$ cat config.mk
export PLATFORM = sky130hd
export DESIGN_NAME = opb_register_simulink2ppc_snap_flat
export DESIGN_NICKNAME = d
export VERILOG_FILES = /design/src/rtl/opb_register_simulink2ppc_snap_if.sv /design/src/rtl/opb_register_simulink2ppc_snap.sv /design/src/flat_wrapper.sv
export SDC_FILE = /design/constraint.sdc
export NUM_CORES = 1
export LEC_CHECK = 0
export BUFFER_PORTS_ARGS = -buffer_cell sky130_fd_sc_hd__buf_4
export CORE_AREA = 2 2 64 66
export CTS_CLUSTER_SIZE = 20
export DETAILED_ROUTE_END_ITERATION = 16
export DIE_AREA = 0 0 66 68
export PLACE_DENSITY = 0.7
export SLEW_MARGIN = 20
export SYNTH_ARGS = -nofsm -noshare
export SYNTH_HDL_FRONTEND = slang
export SYNTH_SLANG_ARGS = --single-unit
$ cat constraint.sdc
create_clock -name OPB_Clk -period 0.87 [get_ports OPB_Clk]
set_input_delay 0 -clock OPB_Clk [delete_from_list [all_inputs] [get_ports OPB_Clk]]
set_output_delay 0 -clock OPB_Clk [all_outputs]
set_load 0.005 [all_outputs]
$ cat src/rtl/opb_register_simulink2ppc_snap_if.sv
// ---------------------------------------------------------------------------
// opb_register_simulink2ppc_snap_if
//
// OPB slave-side bundle for the Simulink-to-PPC snapshot register.
// Bit numbering follows the OPB convention: index 0 is the MSB.
//
//   OPB_ABus    [0:31]  address from the master
//   OPB_BE      [0:3]   byte enables, BE[3] covers DBus[24:31]
//   OPB_DBus    [0:31]  write data from the master
//   OPB_RNW             1 = read, 0 = write
//   OPB_select          transaction qualifier
//   OPB_seqAddr         sequential address hint (not used by the slave)
//   Sl_DBus     [0:31]  read data from the slave, zero outside the ack cycle
//   Sl_xferAck          one-cycle transfer acknowledge
//   Sl_errAck, Sl_retry, Sl_toutSup   always 0 from this slave
// ---------------------------------------------------------------------------
interface opb_register_simulink2ppc_snap_if;
  logic [0:31] OPB_ABus;
  logic [0:3]  OPB_BE;
  logic [0:31] OPB_DBus;
  logic        OPB_RNW;
  logic        OPB_select;
  logic        OPB_seqAddr;
  logic [0:31] Sl_DBus;
  logic        Sl_xferAck;
  logic        Sl_errAck;
  logic        Sl_retry;
  logic        Sl_toutSup;

  modport master (
    output OPB_ABus, OPB_BE, OPB_DBus, OPB_RNW, OPB_select, OPB_seqAddr,
    input  Sl_DBus, Sl_xferAck, Sl_errAck, Sl_retry, Sl_toutSup
  );

  modport slave (
    input  OPB_ABus, OPB_BE, OPB_DBus, OPB_RNW, OPB_select, OPB_seqAddr,
    output Sl_DBus, Sl_xferAck, Sl_errAck, Sl_retry, Sl_toutSup
  );
endinterface

$ cat src/rtl/opb_register_simulink2ppc_snap.sv
// ---------------------------------------------------------------------------
// opb_register_simulink2ppc_snap
//
// OPB slave that captures a 32-bit fabric word and returns it to the PowerPC.
// Captures are free-running (mode 0, latest word wins) or armed one-shot
// snapshots (mode 1). Every capture sets a valid flag; loads that overwrite
// an unread word set a sticky overflow flag and bump a saturating counter.
//
// Ports:
//   OPB_Clk        sole clock, fabric side is synchronous to it
//   OPB_Rst_n      asynchronous active-low reset
//   opb            OPB slave bundle (see opb_register_simulink2ppc_snap_if)
//   user_data_in   fabric word to capture
//   user_valid     capture strobe
//   user_captured  mirrors the valid flag
//
// Register map (word offsets within a 256-byte window):
//   0x00 DATA    RO  held word; an acked read clears valid
//   0x04 STATUS  RO  [31] valid [30] overflow [29] armed [28] mode [15:0] count
//   0x08 CTRL    WO  DBus[31] clear, DBus[30] arm, DBus[29] mode (needs BE[3]);
//                    reads return mode at DBus[29], i.e. the same bit lane
//                    that writes it, so a CTRL readback reads 0x4 in mode 1
//   others       reads 0, writes acked and ignored
// ---------------------------------------------------------------------------
module opb_register_simulink2ppc_snap #(
  parameter logic [31:0] C_BASEADDR   = 32'hFFFF_FFFF,
  parameter logic [31:0] C_HIGHADDR   = 32'h0000_0000,
  parameter int          C_OPB_AWIDTH = 32,
  parameter int          C_OPB_DWIDTH = 32,
  parameter              C_FAMILY     = "virtex6"
) (
  input  logic                                   OPB_Clk,
  input  logic                                   OPB_Rst_n,
  opb_register_simulink2ppc_snap_if.slave        opb,
  input  logic [31:0]                            user_data_in,
  input  logic                                   user_valid,
  output logic                                   user_captured
);

  localparam logic [5:0] OFF_DATA   = 6'd0;
  localparam logic [5:0] OFF_STATUS = 6'd1;
  localparam logic [5:0] OFF_CTRL   = 6'd2;

  // The family string only documents the target; no family-specific
  // primitives are used, so the block below is intentionally empty.
  if (C_FAMILY == "") begin : g_no_family
  end

  // ---------------------------------------------------------------------
  // State
  // ---------------------------------------------------------------------
  logic [C_OPB_DWIDTH-1:0] data_reg,    data_next;
  logic                    valid_reg,   valid_next;
  logic                    ovf_reg,     ovf_next;
  logic [15:0]             ovf_cnt_reg, ovf_cnt_next;
  logic                    armed_reg,   armed_next;
  logic                    mode_reg,    mode_next;
  logic                    ack_reg,     ack_next;
  logic [C_OPB_DWIDTH-1:0] rdata_reg,   rdata_next;

  // ---------------------------------------------------------------------
  // Address decode
  // ---------------------------------------------------------------------
  logic [C_OPB_AWIDTH-1:0] addr;
  logic [5:0]              offset;
  logic                    addr_hit;
  logic                    fire;

  // ABus[0:31] maps onto addr[31:0] value-for-value; ABus[24:29] is the
  // word offset, which is addr[7:2] in descending numbering.
  assign addr     = opb.OPB_ABus;
  assign offset   = addr[7:2];
  assign addr_hit = opb.OPB_select && (addr >= C_BASEADDR) && (addr <= C_HIGHADDR);
  // ack_reg is high during the ack cycle; it blocks a second ack while the
  // master still holds select in that cycle.
  assign fire     = addr_hit && !ack_reg;

  // ---------------------------------------------------------------------
  // Transaction qualifiers
  // ---------------------------------------------------------------------
  logic wr_ctrl;
  logic ctrl_clear;
  logic ctrl_arm;
  logic ctrl_mode;
  logic data_read;
  logic capture_req;
  logic capture;

  assign wr_ctrl     = fire && !opb.OPB_RNW && (offset == OFF_CTRL) && opb.OPB_BE[3];
  assign ctrl_clear  = wr_ctrl && opb.OPB_DBus[31];
  assign ctrl_arm    = wr_ctrl && opb.OPB_DBus[30];
  assign ctrl_mode   = opb.OPB_DBus[29];
  assign data_read   = fire && opb.OPB_RNW && (offset == OFF_DATA);

  // In one-shot mode only an armed block accepts a word.
  assign capture_req = user_valid && (!mode_reg || armed_reg);
  // A load coinciding with a clear write is dropped.
  assign capture     = capture_req && !ctrl_clear;

  // ---------------------------------------------------------------------
  // Capture / control next state
  // ---------------------------------------------------------------------
  always_comb begin
    data_next    = data_reg;
    valid_next   = valid_reg;
    ovf_next     = ovf_reg;
    ovf_cnt_next = ovf_cnt_reg;
    armed_next   = armed_reg;
    mode_next    = mode_reg;

    if (capture) begin
      data_next  = user_data_in;
      valid_next = 1'b1;
      // Overwriting an unread word is an overflow, unless the processor is
      // reading DATA in this same cycle: that word has been consumed.
      if (valid_reg && !data_read) begin
        ovf_next = 1'b1;
        if (ovf_cnt_reg != 16'hFFFF) begin
          ovf_cnt_next = ovf_cnt_reg + 16'd1;
        end
      end
      if (mode_reg) begin
        armed_next = 1'b0;
      end
    end else if (data_read) begin
      valid_next = 1'b0;
    end

    // Clear keeps data and mode; arm applied after clear re-arms cleanly.
    if (ctrl_clear) begin
      valid_next   = 1'b0;
      ovf_next     = 1'b0;
      ovf_cnt_next = 16'd0;
      armed_next   = 1'b0;
    end
    if (ctrl_arm) begin
      armed_next = 1'b1;
      valid_next = 1'b0;
    end
    if (wr_ctrl) begin
      mode_next = ctrl_mode;
    end
  end

  // ---------------------------------------------------------------------
  // Read mux and bus response
  // ---------------------------------------------------------------------
  logic [C_OPB_DWIDTH-1:0] read_mux;

  always_comb begin
    read_mux = '0;
    case (offset)
      OFF_DATA:   read_mux = data_reg;
      OFF_STATUS: read_mux = {valid_reg, ovf_reg, armed_reg, mode_reg, 12'h000, ovf_cnt_reg};
      OFF_CTRL:   read_mux = {29'd0, mode_reg, 2'b00};
      default:    read_mux = '0;
    endcase
  end

  always_comb begin
    ack_next   = fire;
    rdata_next = (fire && opb.OPB_RNW) ? read_mux : '0;
  end

  // ---------------------------------------------------------------------
  // Registers
  // ---------------------------------------------------------------------
  always_ff @(posedge OPB_Clk or negedge OPB_Rst_n) begin
    if (!OPB_Rst_n) begin
      data_reg    <= '0;
      valid_reg   <= 1'b0;
      ovf_reg     <= 1'b0;
      ovf_cnt_reg <= 16'd0;
      armed_reg   <= 1'b0;
      mode_reg    <= 1'b0;
      ack_reg     <= 1'b0;
      rdata_reg   <= '0;
    end else begin
      data_reg    <= data_next;
      valid_reg   <= valid_next;
      ovf_reg     <= ovf_next;
      ovf_cnt_reg <= ovf_cnt_next;
      armed_reg   <= armed_next;
      mode_reg    <= mode_next;
      ack_reg     <= ack_next;
      rdata_reg   <= rdata_next;
    end
  end

  // ---------------------------------------------------------------------
  // Outputs
  // ---------------------------------------------------------------------
  assign opb.Sl_DBus    = rdata_reg;
  assign opb.Sl_xferAck = ack_reg;
  assign opb.Sl_errAck  = 1'b0;
  assign opb.Sl_retry   = 1'b0;
  assign opb.Sl_toutSup = 1'b0;
  assign user_captured  = valid_reg;

  // Inputs that carry no function in this slave.
  logic unused_bits;
  assign unused_bits = ^{opb.OPB_seqAddr, opb.OPB_BE[0:2], opb.OPB_DBus[0:28]};

endmodule
$ cat src/flat_wrapper.sv
// flat-port wrapper written by rule: the top's interface ports become plain ports
module opb_register_simulink2ppc_snap_flat 
#(
  parameter logic [31:0] C_BASEADDR   = 32'hFFFF_FFFF,
  parameter logic [31:0] C_HIGHADDR   = 32'h0000_0000,
  parameter int          C_OPB_AWIDTH = 32,
  parameter int          C_OPB_DWIDTH = 32,
  parameter              C_FAMILY     = "       "
)
  (OPB_Clk, OPB_Rst_n, user_data_in, user_valid, user_captured, opb_OPB_ABus, opb_OPB_BE, opb_OPB_DBus, opb_OPB_RNW, opb_OPB_select, opb_OPB_seqAddr, opb_Sl_DBus, opb_Sl_xferAck, opb_Sl_errAck, opb_Sl_retry, opb_Sl_toutSup);
  opb_register_simulink2ppc_snap_if opb_i ();
  input  logic OPB_Clk;
  input  logic OPB_Rst_n;
  input  logic [31:0] user_data_in;
  input  logic user_valid;
  output logic user_captured;
  input wire logic [$bits(opb_i.OPB_ABus)-1:0] opb_OPB_ABus;
  input wire logic [$bits(opb_i.OPB_BE)-1:0] opb_OPB_BE;
  input wire logic [$bits(opb_i.OPB_DBus)-1:0] opb_OPB_DBus;
  input wire logic [$bits(opb_i.OPB_RNW)-1:0] opb_OPB_RNW;
  input wire logic [$bits(opb_i.OPB_select)-1:0] opb_OPB_select;
  input wire logic [$bits(opb_i.OPB_seqAddr)-1:0] opb_OPB_seqAddr;
  output wire logic [$bits(opb_i.Sl_DBus)-1:0] opb_Sl_DBus;
  output wire logic [$bits(opb_i.Sl_xferAck)-1:0] opb_Sl_xferAck;
  output wire logic [$bits(opb_i.Sl_errAck)-1:0] opb_Sl_errAck;
  output wire logic [$bits(opb_i.Sl_retry)-1:0] opb_Sl_retry;
  output wire logic [$bits(opb_i.Sl_toutSup)-1:0] opb_Sl_toutSup;
  assign opb_i.OPB_ABus = opb_OPB_ABus;
  assign opb_i.OPB_BE = opb_OPB_BE;
  assign opb_i.OPB_DBus = opb_OPB_DBus;
  assign opb_i.OPB_RNW = opb_OPB_RNW;
  assign opb_i.OPB_select = opb_OPB_select;
  assign opb_i.OPB_seqAddr = opb_OPB_seqAddr;
  assign opb_Sl_DBus = opb_i.Sl_DBus;
  assign opb_Sl_xferAck = opb_i.Sl_xferAck;
  assign opb_Sl_errAck = opb_i.Sl_errAck;
  assign opb_Sl_retry = opb_i.Sl_retry;
  assign opb_Sl_toutSup = opb_i.Sl_toutSup;
  opb_register_simulink2ppc_snap #(.C_BASEADDR(C_BASEADDR), .C_HIGHADDR(C_HIGHADDR), .C_OPB_AWIDTH(C_OPB_AWIDTH), .C_OPB_DWIDTH(C_OPB_DWIDTH), .C_FAMILY(C_FAMILY)) u_core (.OPB_Clk(OPB_Clk), .OPB_Rst_n(OPB_Rst_n), .opb(opb_i), .user_data_in(user_data_in), .user_valid(user_valid), .user_captured(user_captured));
endmodule
# Word level (Yosys, flattened, before mapping)
# Cells that the tools add are included.
# Widths: inputs -> output; s select.
[word_totals]
ff_bits = 85
inputBits = 106
output_inout_bits = 37
elab_cells = 60
[op_classes]
add_sub_neg = 1
magnitude_cmp = 2
n_eq_ne = 3
muxes = 17
reduce_logical = 29
[op_table]
columns = ["operator", "n"]
rows = [
  ["$pmux 32 s3", 1],
  ["$mux 16", 4],
  ["$ge 32x32->1 const B", 1],
  ["$le 32x1->1 const B", 1],
  ["$mux 32", 1],
  ["$add 16x1->16 const B", 1],
  ["$ne 16x16->1 const B", 1],
  ["$logic_and 1x1->1", 13],
  ["$mux 1", 11],
  ["$eq 6x1->1 const B", 1],
  ["$eq 6x2->1 const B", 1],
  ["$logic_not 6->1", 1],
  ["$reduce_bool 2->1", 3],
  ["$reduce_bool 3->1", 2],
  ["$logic_not 1->1", 5],
  ["$reduce_and 2->1", 2],
  ["$reduce_bool 4->1", 1],
  ["$reduce_and 3->1", 1],
  ["$logic_or 1x1->1", 1],
]

# Longest topological paths before layout
[depth]
depth_word = 13
ltp_mapped = 4
ltp_nobuf = 3

# Worst setup path after synthesis
# Ideal clock, no wire load.
[synth_timing]
kind = "register to register"
startpoint = "register u_core.armed_reg"
endpoint = "register u_core.valid_reg (netlist: u_core.user_captured)"
setup_time_ns = 0.121
t_arrival_ns = 0.644
t_required_ns = 0.749
slack_ns = 0.104
stages_incl_launch_ff = 5
path_buffers = 1
period_less_slack_ns = 0.766
cell_sequence = "dfrtp_1 > nand2b_1 > nand2_1 > buf_2 > nand2b_1"
[synth_between]
elab_chain_cells = 6
elab_cells_between_ends = 7
classes_between = "mux: 3; reduce/logical: 4"
[synth_lines]
columns = ["item", "line", "text"]
rows = [
  ["start, declared", "opb_register_simulink2ppc_snap.sv:56", "logic armed_reg, armed_next;"],
  ["start signal, assigned", "opb_register_simulink2ppc_snap.sv:183", "armed_reg <= armed_next;"],
  ["$logic_or 1x1->1 (*)", "opb_register_simulink2ppc_snap.sv:96", "assign capture_req = user_valid && (!mode_reg || armed_reg);"],
  ["$logic_and 1x1->1 (*)", "opb_register_simulink2ppc_snap.sv:96", ""],
  ["$logic_and 1x1->1 (*)", "opb_register_simulink2ppc_snap.sv:98", "assign capture = capture_req && !ctrl_clear;"],
  ["$mux 1", "opb_register_simulink2ppc_snap.sv:111", "if (capture) begin"],
  ["$mux 1", "opb_register_simulink2ppc_snap.sv:130", "if (ctrl_clear) begin"],
  ["$mux 1", "opb_register_simulink2ppc_snap.sv:136", "if (ctrl_arm) begin"],
  ["end signal, assigned", "opb_register_simulink2ppc_snap.sv:180", "valid_reg <= valid_next;"],
  ["end, declared", "opb_register_simulink2ppc_snap.sv:53", "logic valid_reg, valid_next;"],
]
# Every way passes the cells marked *; elsewhere a longest branch is shown, timed or not.
# A chain may end at the register's enable or synchronous reset.

# Worst setup path after layout
[layout_timing]
startpoint = "register u_core.rdata_reg[21] (netlist: u_core.opb.Sl_DBus[10])"
endpoint = "output port opb_Sl_DBus[21]"
[layout_lines]
columns = ["item", "line", "text"]
rows = [
  ["start, declared", "opb_register_simulink2ppc_snap.sv:59", "logic [C_OPB_DWIDTH-1:0] rdata_reg, rdata_next;"],
  ["start signal, assigned", "opb_register_simulink2ppc_snap.sv:186", "rdata_reg <= rdata_next;"],
  ["end, declared", "flat_wrapper.sv:23", "output wire logic [$bits(opb_i.Sl_DBus)-1:0] opb_Sl_DBus;"],
]
# No word-level cell between the ends.

==> flow_metrics.env <==
export IMPL_critical_path_cell_sequence="buf_4"
export IMPL_clock_transition_at_the_registers_of_the_reported_paths_ns=0.07
export IMPL_yosysTopAreaCell="dfrtp_1"
export IMPL_finalSetupViolations=0
export IMPL_critPathRequiredTime_ns=0.87
export IMPL_final_layout_size_suffix_gt1_frac=0.3607
export IMPL_detailed_place_hpwl_um=1078
export IMPL_vias=532
export IMPL_worst_path_buf_inv=1
export IMPL_insertedDiodeCount=0
export IMPL_route_detailed_wl_per_inst_um=8.360
export IMPL_worst_clk_skew_ns=0.00008152
export IMPL_reg2reg_to="u_core.user_captured"
export IMPL_cp_data_arrival_time_ns=0.79
export IMPL_totalNegativeSetupSlack_ns=0
export IMPL_setup_buffers_after_cts=0
export IMPL_std_cell_rows=23
export IMPL_r2r_cells=3
export IMPL_min_delay_path_class="in2async"
export IMPL_static_leakage_power_uw=0.0007908
export IMPL_area_sequential_um2=900.9
export IMPL_cts_sink_count=36
export IMPL_critical_path_top_delay_family="flip-flops"
export IMPL_timing_fmax_mhz=1268
export IMPL_mapped_area_um2=959.7
export IMPL_grt_setup_unrepaired="no"
export IMPL_setup_slack_ns=0.08123
export IMPL_numCtsBuffers=5
export IMPL_status="finished clean"
export IMPL_synth_most_common_cell="dfrtp_1"
export IMPL_die_area_um2=4488
export IMPL_timing_rr_start="u_core.armed_reg"
export IMPL_cts_root_to_sink_buffers=2
export IMPL_synth_top_area_share=0.9387
export IMPL_final_period_utilization=0.9066
export IMPL_cts_htree_levels=2
export IMPL_critical_path_capture_point_type="primary output"
export IMPL_grt_usage=0.07509
export IMPL_multi_input_comb_area_um2=158.9
export IMPL_timing_final_crit_period_ns=0.7888
export IMPL_drt_initial_drc_count=10
export IMPL_finalHoldWorstSlack_ns=0.2083
export IMPL_drv_cap=0
export IMPL_timing_critical_path_from_type="flop"
export IMPL_powerDensity_nw_per_um2=2281
export IMPL_port_buffer_count=36
export IMPL_synth_flop_cell="dfrtp_1"
export IMPL_timing_final_hold_violations=0
export IMPL_synth_seq_area_share=0.9387
export IMPL_clockRootBuffer="clkbuf_8"
export IMPL_timing_critical_path_depth=1
export IMPL_timing_critical_path_slowest_cell_delay_ns=0.38
export IMPL_clock_insertion_delay_worst_skew_ns=0.28
export IMPL_die_x_um=66
export IMPL_ys_warn_count=0
export IMPL_power_ir_vdd_worst_uv=1260
export IMPL_drc_errors=0
export IMPL_num_fill_cells=386
export IMPL_grt_overflow=0
export IMPL_pins_over_slew_limit=0
export IMPL_synth_enable_flop_cells=0
export IMPL_place_worst_setup_slack_ns=0.1436
export IMPL_post_synth_main_area_contributors="dfrtp_1, buf_4, nand2b_1, a21boi_0, buf_2"
export IMPL_maximum_number_of_pins_on_one_net_before_global_route_repair=37
export IMPL_grt_first_pass_wirelength_um=2297
export IMPL_initial_utilization=0.2489
export IMPL_synth_async_reset_ratio=1.000
export IMPL_gp_weighted_congestion=0.5646
export IMPL_yosys_cell_types_count=8
export IMPL_antenna_found_initial=0
export IMPL_ios=143
export IMPL_timing_critical_path_fanout_max=1
export IMPL_synth_top_cells_by_count="dfrtp_1, buf_4, nand2b_1"
export IMPL_first_global_vias=551
export IMPL_antenna_left=0
export IMPL_post_drt_via_cell_ratio=3.093
export IMPL_wirelength_um=1438
export IMPL_critical_path_start="u_core.opb.Sl_DBus[10]"
export IMPL_slowest_stage="dfrtp_1"
export IMPL_synthCells=46
export IMPL_largest_register_ff_count=32
export IMPL_worstSetupPathType="reg2out"
export IMPL_die_h_um=68
export IMPL_synth_area_per_cell_um2=20.86
export IMPL_synthToLayoutAreaGrowth_pct=60.37
export IMPL_core_area_um2=3856
export IMPL_ff2ff_setup_slack_ns=0.14
export IMPL_tritonroute_pass_1_iters=2
export IMPL_final_nets=227
export IMPL_worst_setup_path_endpoint="opb_Sl_DBus[21]"
export IMPL_postSynthRegisterBits=36
export IMPL_cts_tree="done"
[stage by stage]
step | power, uW | std cells | utilization | area [um^2]
after floorplan | 1843 | 81 | - | 1091
after global placement | 1986 | 162 | 0.3611 | 1393
after detailed placement | 1994 | 162 | 0.3611 | 1393
after CTS | 3568 | 172 | 0.3991 | 1539
after global routing | 3701 | 172 | 0.3991 | 1539
final | 3511 | 172 | 0.3991 | 1539
[area by class of cell]
type | instances | share of cell area
timing repair buffer | 38 | 0.1886
multi-input combinational | 40 | 0.1033
clock buffer | 7 | 0.06260
tap | 50 | 0.04065
sequential | 36 | 0.5854
clock inverter | 1 | 0.01951
[how the worst min path moves through the flow]
| stage | slack, ns | endpoint | cells after the start | from |
|---|---|---|---|---|
| detailed placement | -0.03 | u_core.opb.Sl_DBus[25] | 1 | OPB_Rst_n |
| floorplan | -0.30 | u_core.armed_reg | 0 | OPB_Rst_n |
| global placement | -0.04 | u_core.opb.Sl_DBus[3] | 1 | OPB_Rst_n |
| CTS | 0.20 | u_core.opb.Sl_DBus[1] | 2 | OPB_Rst_n |
| finish | 0.21 | u_core.opb.Sl_DBus[6] | 2 | OPB_Rst_n |
| global route | 0.24 | u_core.user_captured | 2 | OPB_Rst_n |
[power breakdown]
part	switching (uW)	internal (uW)	total, uW
sequential	21.3	1750	1770
combinational	90.8	103	194
clock	534	1010	1540
[per-layer routing]
| metal | part of all wire | global-route usage |
|---|---|---|
| met5 | 0 | 0 |
| met4 | 0.0097 | 0.03827 |
| met3 | 0.15 | 0.06250 |
| met2 | 0.52 | 0.1263 |
| met1 | 0.32 | 0.06183 |
[cell usage in the layout (no fill, tap or decap), drive strengths merged]
cell type / instances
nand2b: 2
nand2: 1
clkbuf: 7
bufinv: 1
dlygate4sd3: 2
conb: 36
a21boi: 1
dfrtp: 36
buf: 36
[what timing repair did]
item,4_1_cts,5_1_grt
hold buffers,2,0
gates resized for setup,0,0
setup endpoints to repair,0,0
endpoints found under the hold margin,38,0
[worst reg2reg max path: cells and delay by family, from the launching register on]
family / cells / cell delay [ns]
flip-flops: 1 / 0.37
AND/OR/NAND/NOR: 3 / 0.24
[cell families after synthesis]
logic type,after synthesis,share of synthesized area
AOI/OAI and AO/OA,1,0.007826
buffers and inverters,5,0.03258
DFF,36,0.9387
other,1,0.003908
and+or+nand+nor,3,0.01694
Note: power is estimated with default switching activity, not from simulation.
